## src/rtl/hex_pkg.sv

```systemverilog
// Shared definitions for the hex display: segment patterns and scan FSM states.
package hex_pkg;

  typedef enum logic {
    ST_IDLE = 1'b0,
    ST_SCAN = 1'b1
  } state_t;

  // Active-low 7-segment patterns, bit 0 = segment a.
  localparam logic [6:0] SEG_0     = 7'h40;
  localparam logic [6:0] SEG_1     = 7'h79;
  localparam logic [6:0] SEG_2     = 7'h24;
  localparam logic [6:0] SEG_3     = 7'h30;
  localparam logic [6:0] SEG_4     = 7'h19;
  localparam logic [6:0] SEG_5     = 7'h12;
  localparam logic [6:0] SEG_6     = 7'h02;
  localparam logic [6:0] SEG_7     = 7'h78;
  localparam logic [6:0] SEG_8     = 7'h00;
  localparam logic [6:0] SEG_9     = 7'h10;
  localparam logic [6:0] SEG_A     = 7'h08;
  localparam logic [6:0] SEG_B     = 7'h03;
  localparam logic [6:0] SEG_C     = 7'h46;
  localparam logic [6:0] SEG_D     = 7'h21;
  localparam logic [6:0] SEG_E     = 7'h06;
  localparam logic [6:0] SEG_F     = 7'h0E;
  localparam logic [6:0] SEG_BLANK = 7'h7F;

endpackage

```

## src/rtl/hex_7seg.sv

```systemverilog
// Combinational 4-bit hex nibble to active-low 7-segment decoder.
module hex_7seg
  import hex_pkg::*;
(
  input  logic [3:0] nibble,
  output logic [6:0] seg
);

  // Table lookup of the segment pattern for one nibble.
  always_comb begin
    seg = SEG_BLANK;
    case (nibble)
      4'h0: seg = SEG_0;
      4'h1: seg = SEG_1;
      4'h2: seg = SEG_2;
      4'h3: seg = SEG_3;
      4'h4: seg = SEG_4;
      4'h5: seg = SEG_5;
      4'h6: seg = SEG_6;
      4'h7: seg = SEG_7;
      4'h8: seg = SEG_8;
      4'h9: seg = SEG_9;
      4'hA: seg = SEG_A;
      4'hB: seg = SEG_B;
      4'hC: seg = SEG_C;
      4'hD: seg = SEG_D;
      4'hE: seg = SEG_E;
      4'hF: seg = SEG_F;
      default: seg = SEG_BLANK;
    endcase
  end

endmodule

```

## src/rtl/hex_display.sv

```systemverilog
// Multi-digit hex display: captures a value, then decodes one digit per clock
// (MSB first) through a single shared decoder, with optional leading-zero
// blanking and a per-digit blink overlay.
module hex_display
  import hex_pkg::*;
#(
  parameter int NUM_DIGITS = 6,
  parameter int BLINK_DIV  = 25_000_000
) (
  input  logic                    clk,
  input  logic                    rst,
  input  logic                    load_valid,
  input  logic [4*NUM_DIGITS-1:0] load_data,
  input  logic                    load_blank_lz,
  output logic                    load_ready,
  input  logic [NUM_DIGITS-1:0]   blink_en,
  output logic [7*NUM_DIGITS-1:0] hex_out
);

  if (NUM_DIGITS < 1 || NUM_DIGITS > 8) begin : g_bad_num_digits
    $error("hex_display: NUM_DIGITS must be in 1..8");
  end
  if (BLINK_DIV < 1) begin : g_bad_blink_div
    $error("hex_display: BLINK_DIV must be >= 1");
  end

  localparam int             CNT_W    = (BLINK_DIV > 1) ? $clog2(BLINK_DIV) : 1;
  localparam logic [CNT_W-1:0] CNT_MAX = CNT_W'(BLINK_DIV - 1);
  localparam logic [2:0]     LAST_IDX = 3'(NUM_DIGITS - 1);

  state_t                         state_q;
  state_t                         state_d;
  logic                           accept;
  logic                           scan_we;
  logic [2:0]                     idx_q;
  logic [4*NUM_DIGITS-1:0]        shadow_q;
  logic                           lz_q;
  logic [NUM_DIGITS-1:0][6:0]     seg_q;
  logic [3:0]                     cur_nib;
  logic [6:0]                     dec_seg;
  logic [6:0]                     wr_seg;
  logic                           wr_blank;
  logic [CNT_W-1:0]               blink_cnt;
  logic                           blink_phase;

  // FSM state register.
  always_ff @(posedge clk) begin
    if (rst) state_q <= ST_IDLE;
    else     state_q <= state_d;
  end

  // Next-state logic, handshake and scan write enable.
  always_comb begin
    state_d    = state_q;
    load_ready = 1'b0;
    accept     = 1'b0;
    scan_we    = 1'b0;
    case (state_q)
      ST_IDLE: begin
        load_ready = ~rst;
        if (load_valid && !rst) begin
          accept  = 1'b1;
          state_d = ST_SCAN;
        end
      end
      ST_SCAN: begin
        scan_we = 1'b1;
        if (idx_q == 3'd0) state_d = ST_IDLE;
      end
      default: state_d = ST_IDLE;
    endcase
  end

  // Select the nibble addressed by the scan index for the shared decoder.
  always_comb begin
    cur_nib = 4'h0;
    for (int i = 0; i < NUM_DIGITS; i++) begin
      if (idx_q == 3'(i)) cur_nib = shadow_q[4*i +: 4];
    end
  end

  hex_7seg u_dec (
    .nibble (cur_nib),
    .seg    (dec_seg)
  );

  // A digit is blanked while every digit above it has been zero; digit 0 always shows.
  assign wr_blank = lz_q && (cur_nib == 4'h0) && (idx_q != 3'd0);
  assign wr_seg   = wr_blank ? SEG_BLANK : dec_seg;

  // Shadow capture, scan index and running leading-zero flag.
  always_ff @(posedge clk) begin
    if (rst) begin
      idx_q    <= LAST_IDX;
      shadow_q <= '0;
      lz_q     <= 1'b0;
    end else if (accept) begin
      idx_q    <= LAST_IDX;
      shadow_q <= load_data;
      lz_q     <= load_blank_lz;
    end else if (scan_we) begin
      idx_q    <= (idx_q == 3'd0) ? LAST_IDX : idx_q - 3'd1;
      lz_q     <= wr_blank;
    end
  end

  // Per-digit segment registers; only the addressed digit changes during a scan.
  always_ff @(posedge clk) begin
    if (rst) begin
      seg_q <= {NUM_DIGITS{SEG_BLANK}};
    end else if (scan_we) begin
      for (int i = 0; i < NUM_DIGITS; i++) begin
        if (idx_q == 3'(i)) seg_q[i] <= wr_seg;
      end
    end
  end

  // Free-running blink divider; phase toggles on every wrap.
  always_ff @(posedge clk) begin
    if (rst) begin
      blink_cnt   <= '0;
      blink_phase <= 1'b0;
    end else if (blink_cnt == CNT_MAX) begin
      blink_cnt   <= '0;
      blink_phase <= ~blink_phase;
    end else begin
      blink_cnt   <= blink_cnt + 1'b1;
    end
  end

  // Blink overlay forces enabled digits dark during the blink phase.
  always_comb begin
    hex_out = '0;
    for (int i = 0; i < NUM_DIGITS; i++) begin
      hex_out[7*i +: 7] = seg_q[i] | ((blink_phase && blink_en[i]) ? SEG_BLANK : 7'h00);
    end
  end

endmodule

```

## config.mk

```make
export PLATFORM = sky130hd
export DESIGN_NAME = hex_display
export DESIGN_NICKNAME = d
export VERILOG_FILES = /design/src/rtl/hex_pkg.sv /design/src/rtl/hex_7seg.sv /design/src/rtl/hex_display.sv
export SDC_FILE = /design/constraint.sdc
export NUM_CORES = 1
export LEC_CHECK = 0
export CORE_MARGIN = 3
export CORE_UTILIZATION = 44
export CTS_CLUSTER_SIZE = 12
export DETAILED_ROUTE_END_ITERATION = 8
export GPL_ROUTABILITY_DRIVEN = 0
export GPL_TIMING_DRIVEN = 0
export PLACE_DENSITY = 0.79
export SYNTH_ARGS = -nofsm -noshare
export SYNTH_HDL_FRONTEND = slang
export SYNTH_SLANG_ARGS = --single-unit
export TNS_END_PERCENT = 100
```

## constraint.sdc

```tcl
create_clock -name clk -period 3.8 [get_ports clk]
set_clock_uncertainty 0.15 [all_clocks]
set_input_delay 1.14 -clock clk [delete_from_list [all_inputs] [get_ports clk]]
set_output_delay 1.14 -clock clk [all_outputs]
set_load 0.05 [all_outputs]
```

Word level (Yosys, flattened, before mapping):

Memories as Yosys holds them, arrays and structs flattened.
Cells that the tools add are included.

* bits in registers: 97
* latch bits: 0
* memory bits (writable): 0
* bits in read-only memories: 112
* bits of input ports: 34
* output and inout port bits: 43
* memories: 1

Memories
* (name not given): depth 16, width 7, rd ports 1, clocked after Yosys merged registers in 0, wr ports 0, RTL line hex_7seg.sv:12 `case (nibble)`

* add/subtract/negate cells: 2
* multiply operators: 0
* div/mod/pow operators: 0
* magnitude comparators: 0
* equal/unequal tests: 6
* shift operators: 0
* multiplexer cells: 22
* bitwise logic cells: 9
* reductions and logical operators: 22

Operator list (number)
* 7-bit two-way mux: 7
* 7-bit bitwise OR: 6
* 25-bit by 1-bit adder with 25-bit output (second input constant): 1
* 25-bit equality test (second input constant): 1
* 4-bit two-way mux: 6
* 2-bit AND reduction: 6
* 1-bit logical AND: 9
* 1-bit two-way mux: 7
* 3-bit by 2-bit equality test with 1-bit output (second input constant): 2
* 3-bit equality test (second input constant): 2
* 4-bit zero test: 1
* 2-bit OR reduction: 2
* 3-bit by 1-bit equality test with 1-bit output (second input constant): 1
* 3-bit zero test: 1
* 3-bit two-way mux: 1
* 1-bit NOT: 3
* 3-bit nonzero test: 1
* 3-bit by 1-bit subtractor with 3-bit output (second input constant): 1
* 1-bit case mux with 2 select lines: 1
* 2-bit nonzero test: 1
* 1-bit zero test: 1

Logic depth before layout (Yosys ltp):

Gate-level depths: netlist of the first run.

* depth in word-level cells: 12
* gate-level depth with buffers: 13
* mapped depth without buffers: 10

Modules after synthesis:

Synthesis of the first run repeated with hierarchy kept, for this count alone.

* cells, all modules: 623
* area total of the unflattened synthesis: 5139.9 µm²

By module, submodules not included
* hex_display: times used 1, cells each 588, area each 4868.4 µm², sequential area each 1941.9 µm²
* hex_7seg: times used 1, cells each 35, area each 271.5 µm², sequential area each 0.0 µm²

Worst setup path after synthesis of the first run:

OpenSTA, ideal clock, no wires.

* path type: input -> output
* start point: input rst
* end point: output load_ready
* arrival time: 2.369 ns
* required time: 2.510 ns
* setup slack: 0.141 ns
* stages: 4
* cell sequence: clkbuf_1 -> clkbuf_1 -> buf_1 -> nor2_1

* cells in the longest elaborated chain, start to end: 2

Ends and longest elaborated chain
* from (decl): RTL line hex_display.sv:11 `input logic rst,`
* 1-bit NOT: RTL line hex_display.sv:60 `load_ready = ~rst;`
* 1-bit two-way mux: RTL line hex_display.sv:58 `case (state_q)`
* to (decl): RTL line hex_display.sv:15 `output logic load_ready,`

No other way between the ends.

Worst setup path after layout of the first run:

* start point: input blink_en[0]
* end point: output hex_out[3]

* cells in the longest elaborated chain, start to end: 3

Ends and longest elaborated chain
* from (decl): RTL line hex_display.sv:16 `input logic [NUM_DIGITS-1:0] blink_en,`
* 1-bit logical AND: RTL line hex_display.sv:135 `hex_out[7*i +: 7] = seg_q[i] | ((blink_phase && blink_en[i]) ? SEG_BLANK : 7'h00);`
* 7-bit two-way mux: RTL line hex_display.sv:135
* 7-bit bitwise OR: RTL line hex_display.sv:135
* to (decl): RTL line hex_display.sv:17 `output logic [7*NUM_DIGITS-1:0] hex_out`

No other way between the ends.

==> results of run 1 <==
metrics by stage:
step	TNS [ns]	setup slack, ns	hold WS (ns)
global route	0	0.006504	0.3346
detailed placement	-8.271	-0.5896	0.2930
finish	0	0.08296	0.3105
global placement	-7.305	-0.5627	0.2909
CTS	0	0.06025	0.3131
floorplan	0	0.1406	0.2775
metal layers:
| metal | track usage (%) | vias up |
|---|---|---|
| li1 | - | 1996 |
| met1 | 24.98 | 1889 |
| met2 | 32.48 | 158 |
| met3 | 5.099 | 25 |
| met4 | 6.484 | 0 |
| met5 | 0 | - |
worst register-to-register path: stages, from the launching register on:
cell	delay, ns
dfxtp_1	0.36
buf_6	0.15
buf_6	0.14
nand3b_1	0.11
o21a_1	0.18
o221ai_4	0.19
inv_2	0.18
ha_1	0.20
nand2_1	0.10
a21oi_1	0.42
nor4_2	0.09
o21ai_1	0.63
o22a_1	0.27
report_power, final:
group | switching [W] | internal [W] | total, W
clock network | 0.000374 | 0.000309 | 0.000683
registers | 0.0000194 | 0.00105 | 0.00107
logic | 0.000206 | 0.000116 | 0.000323
total | 0.000600 | 0.00147 | 0.00207
layout make-up:
| type | instances | area [µm²] |
|---|---|---|
| Tap cell | 133 | 166.4 |
| Fill cell | 897 | 4289 |
| Multi-Input combinational cell | 384 | 2389 |
| Buffer | 28 | 155.1 |
| Clock inverter | 7 | 76.32 |
| Sequential cell | 97 | 1942 |
| Clock buffer | 9 | 123.9 |
| Timing Repair Buffer | 75 | 694.4 |
| Inverter | 7 | 28.78 |
path summary, 6_finish.rpt:
path,slack (ns),depth (start not counted),from,to
max,0.08,4,blink_en[0],hex_out[3]
min,0.31,1,seg_q[25],seg_q[25]
max reg2reg,0.57,12,idx_q[1],seg_q[12]
min reg2reg,0.31,1,seg_q[25],seg_q[25]
kinds of logic (layout without fill, tap and decap cells):
group	count (synthesis)	after routing	synth area share, %
compound gates	115	115	19.22
simple gates	232	232	25.83
mux	10	10	2.247
fa+ha+maj	5	5	1.387
xor+xnor	22	22	4.272
flops	97	97	43.05
buf+inv	35	126	3.994
synthesized netlist by cell type, drive strengths merged (7+ instances only):
library cell   n
a21oi         14
a31oi          9
and3           7
buf           13
clkbuf        15
dfxtp         97
mux2i          9
nand2         77
nand2b        43
nand3         21
nor2          39
o21ai         35
o22a          16
or3           10
xor2          16
layout by cell type (no fill, tap or decap), types with 3 or more instances in the layout:
cell type,count
o31ai_1,3
nor4_1,5
clkbuf_8,9
o32ai_1,4
xor2_1,16
clkbuf_1,13
buf_2,5
or3_1,10
nand3b_1,4
o22a_1,16
nand2b_1,43
buf_6,4
o31a_1,6
nor3_1,3
a21oi_1,13
a211oi_1,4
nand2_1,77
mux2i_1,9
o21ai_1,4
nor2b_1,6
dlygate4sd2_1,41
nor2_1,38
inv_1,4
nand3_1,21
and3_1,7
nand4_1,5
clkbuf_2,3
buf_4,3
clkdlybuf4s50_1,32
xnor2_1,6
o21ai_0,29
a21o_1,3
o32a_1,4
a31oi_1,9
ha_1,5
dfxtp_1,97
state kept, by name, summed over array words and instances, names as in the netlist:
register / cells
blink_cnt: 25
idx_q: 3
lz_q: 1
blink_phase: 1
shadow_q: 24
state_q: 1
seg_q: 42
==> metrics.txt, run 1 <==
Mapped Nets=555; DR iter-0 viols=294; final wirelength=~11000 µm; global-route wire length before repair=18330 µm; Core Footprint=around 9900 µm²; Worst EP arrival=2.43 ns; CTS Buffer Depth=2; antenna violations before repair=0; largest net degree at the start of global routing=18; number of synthesized flops with an enable pin=0; CTS buffer count=9; Initial Utilization=45.73%; YS warnings=0; Ports=77; detailed placement HPWL=8150 µm; Post-CTS Setup Bufs=0; fraction of the cycle the final worst path needs=97.82%; delay-heaviest family, CP=buffers and inverters; die area=11500 µm²; metal2 WL=5315 µm; uppermost routed layer=met4; Setup CP Type=in2out; Final ANT Viol Nets=0; global-route usage over all layers=between 10% and 20%; pwr dens=around 370 nW/µm²; # setup viols final=0; CP peak stage delay=0.53 ns; fin crit period=3.717 ns; Buffers & Inverters on Critical Path=2; DR WL met3=754 µm; Synth area leaders=dfxtp_1 43%, nand2_1 6.4%, nand2b_1 6.0%; first drt pass iteration count=5; cell taking the most area after synthesis=dfxtp_1; post-synth cell types=between 60 and 70; Slew Limit Headroom=47.44%; CP max FO=7; cts repair resizes=46; flops & latches, synth=between 90 and 100; Die Y=around 110 µm; register area share after synthesis=43.05%; clk slew on worst S/H paths=0.08 ns; Peak VDD IR=0.0001917 V; GRT overflow=0; Leakage=1.908 nW; Setup crit end kind=output port; Slew Viols, Final=0; Top FF cell, synth=dfxtp_1; final instance area=5575 µm²; min-delay worst type=reg2reg; # nets final=641; status=finished, final reports clean; Post-Synthesis Cells=516; slowest stage cell on the critical path=dlygate4sd2_1; number of global-route vias before repair=around 3900; CTS tree=yes; Peak Freq=269.0 MHz; final hold violation count=0; total power=~0.0021 W; Post-Place Cells=724; # diodes=0; Die Wd=roughly 110 µm; post-layout util=roughly 57%; Site Rows=36; clk sink count=97; vias=about 4100; post-route insts no fill=740; Mapped Area=between 4000 and 5000 µm²; Avg WL per Cell=15.19 µm; RSZ-0062 raised after global routing=false; Worst setup SP type=input port; cts hold-fix bufs=0; CTS root buf=clkbuf_8; async set-reset flop share out of synthesis=0%; Placed Instance Area=between 5000 and 6000 µm²; vias per inst=about 5.5; I/O Buffers=75; maxcap violations=0; CP Cell Sequence=clkdlybuf4s50_1, nand2_1, nand2b_1, dlygate4sd2_1; H-tree depth=3; residual DRC count=0; syn avg cell area=roughly 8.7 µm²; top-area cell type share of the netlist area=43.05%; met1 WL=around 5000 µm; worst skew pair latency=about 0.37 ns; Worst-Margin Slew=0.7812 ns; Syn-to-layout area delta=23.61%; Worst Path Required=between 2 and 3 ns; share of cells above drive strength 1=7.743%
Note: power is estimated with default switching activity, not from simulation.
==> run 2, diff against run 1 <==
- CAP_MARGIN: not set -> 30
- PLACE_DENSITY: 0.79 -> 0.78
- SYNTH_HIERARCHICAL: not set -> 1
==> metrics.txt, run 2 <==
vias per inst=5.504; Final ANT Viol Nets=0; Reg with most FFs=seg_q; global-route usage over all layers=20.64%; WHS Endpoint=blink_cnt[0]; fraction of the cycle the final worst path needs=98.17%; post-layout util=between 50% and 60%; CP Cell Sequence=clkdlybuf4s50_1, nand2_1, nand2b_1, clkdlybuf4s15_1; max reg flops=42; CTS Buffer Depth=2; vias=4700; Post-Place Worst Slack=-0.2979 ns; Die Y=114.1 µm; async set-reset flop share out of synthesis=0%; # setup viols final=0; Worst EP arrival=2.44 ns; Peak VDD IR=0.0002454 V; worst skew pair latency=0.34 ns; final hold violation count=0; Ports=77; multi-input logic area=2919 µm²; status=finished, final reports clean; global-route wire length before repair=around 22000 µm; largest net degree at the start of global routing=17; CP peak stage delay=0.51 ns; min-delay worst type=reg2reg; residual DRC count=0; synth cell count leaders=97 x dfxtp_1, 83 x nand2_1, 68 x nand2b_1; detailed placement HPWL=9564 µm; antenna violations before repair=0; biggest regs=seg_q (42), blink_cnt (25), shadow_q (24); slowest stage cell on the critical path=clkdlybuf4s15_1; Setup CP Type=in2out; first drt pass iteration count=5; CP max FO=7; top-area cell type share of the netlist area=between 30% and 40%; post-synth cell types=53; cts hold-fix bufs=0; syn avg cell area=8.250 µm²; Avg WL per Cell=approximately 15 µm; Leakage=roughly 2.1 nW; Synth area leaders=dfxtp_1 38%, nand2b_1 8.3%, nand2_1 6.1%; CTS buffer count=9; Syn-to-layout area delta=22.08%; GRT overflow=0; I/O Buffers=76; Mapped Area=5140 µm²; commonest non-fill, non-tap cell in the layout=dfxtp_1; most frequent cells in the layout=97 x dfxtp_1, 83 x nand2_1, 68 x nand2b_1; worst r2r src=idx_q[1]; DR iter-0 viols=around 240; # diodes=0; R2R Setup Slk=roughly 0.31 ns; maxcap violations=0; YS warnings=6; final wirelength=around 13000 µm; final instance area=6275 µm²; Top FF cell, synth=dfxtp_1; Initial Utilization=46.20%; Slew Limit Headroom=40.61%; Fillers=1007; RSZ-0062 raised after global routing=false; Site Rows=38; share of cells above drive strength 1=12.61%; Worst-Margin Slew=0.8875 ns; Buffers & Inverters on Critical Path=2; register area share after synthesis=between 30% and 40%; Core Footprint=11130 µm²; r2r endpoint=seg_q[35]; # nets final=752; Worst setup SP type=input port; number of synthesized flops with an enable pin=0; delay-heaviest family, CP=buffers and inverters; CTS tree=yes; hold depth=1; Peak Freq=268.1 MHz; Post-Place Cells=between 800 and 900; clk slew on worst S/H paths=0.07 ns; CTS root buf=clkbuf_16; R2R cell count=13; Placed Instance Area=6076 µm²; Die Wd=114.1 µm; number of global-route vias before repair=4638; Setup crit end kind=output port; Slew Viols, Final=0; Post-CTS Setup Bufs=0; Worst Path Required=2.51 ns; pwr dens=375.7 nW/µm²; Mapped Nets=665; top-count cell post-synth=dfxtp_1; Hold Path Origin=blink_cnt[0]; fin crit period=3.731 ns; Post-Synthesis Cells=between 600 and 700; CP Depth=4; FF+latch area=1942 µm²; H-tree depth=3; post-route insts no fill=around 850; flops & latches, synth=97; cell taking the most area after synthesis=dfxtp_1; PnR worst setup slack=0.06948 ns; die area=13010 µm²; clk sink count=between 90 and 100; total power=0.002357 W
run 2: cell types whose count changed after synthesis, moves of 16 or more:
| cell | before | now |
|---|---|---|
| a21oi_2 | 0 | 28 |
| nand2b_1 | 43 | 68 |
| a311oi_1 | 0 | 35 |
| o22a_1 | 16 | 0 |
| nor3_1 | 3 | 43 |
run 2: how the worst max path moves through the flow:
stage	from	to	slack, ns
detailed placement	blink_en[5]	hex_out[36]	-0.30
CTS	blink_en[5]	hex_out[38]	0.003
global route	blink_en[1]	hex_out[9]	0.008
global placement	blink_en[5]	hex_out[35]	-0.30
floorplan	rst	load_ready	0.71
finish	blink_en[0]	hex_out[1]	0.07
run 2: power by group:
group,internal (W),switching [W]
registers,0.00106,0.0000246
logic,0.000138,0.000273
clock network,0.000462,0.000402
run 2: final cells by class:
type	instances	area share, %
multi-input combinational	469	46.52
sequential	97	30.95
timing repair buffer	76	10.85
buffer	48	3.868
clock buffer	10	3.809
tap	140	2.792
clock inverter	5	0.6381
inverter	9	0.5783
run 2: what timing repair did:
| action | CTS | global route |
|---|---|---|
| setup endpoints to repair | 42 | 13 |
| gates cloned | 0 | 0 |
| gates resized for setup | 47 | 22 |
| endpoints found under the hold margin | 0 | 0 |
run 2: kinds of logic after synthesis:
logic type / synth area share (%)
compound gates: 19.55
xor+xnor: 4.090
fa+ha+maj: 1.947
buf+inv: 5.428
flops: 37.78
mux: 1.996
simple gates: 29.21
run 2: stage by stage:
stage / hold slack, ns / setup TNS [ns]
detailed placement: 0.2955 / -8.635
global route: 0.3259 / 0
CTS: 0.3087 / 0
floorplan: 0.2675 / 0
global placement: 0.2779 / -8.022
finish: 0.3073 / 0
run 2: metal layers:
| metal | global-route usage [%] | part of all wire (%) | routed length (µm) |
|---|---|---|---|
| met1 | 26.51 | 43 | 5742 |
| met4 | 6.572 | 1.6 | 214 |
| met3 | 4.281 | 6.1 | 807 |
| met2 | 34.78 | 49 | 6457 |
| met5 | 0 | 0 | 0 |
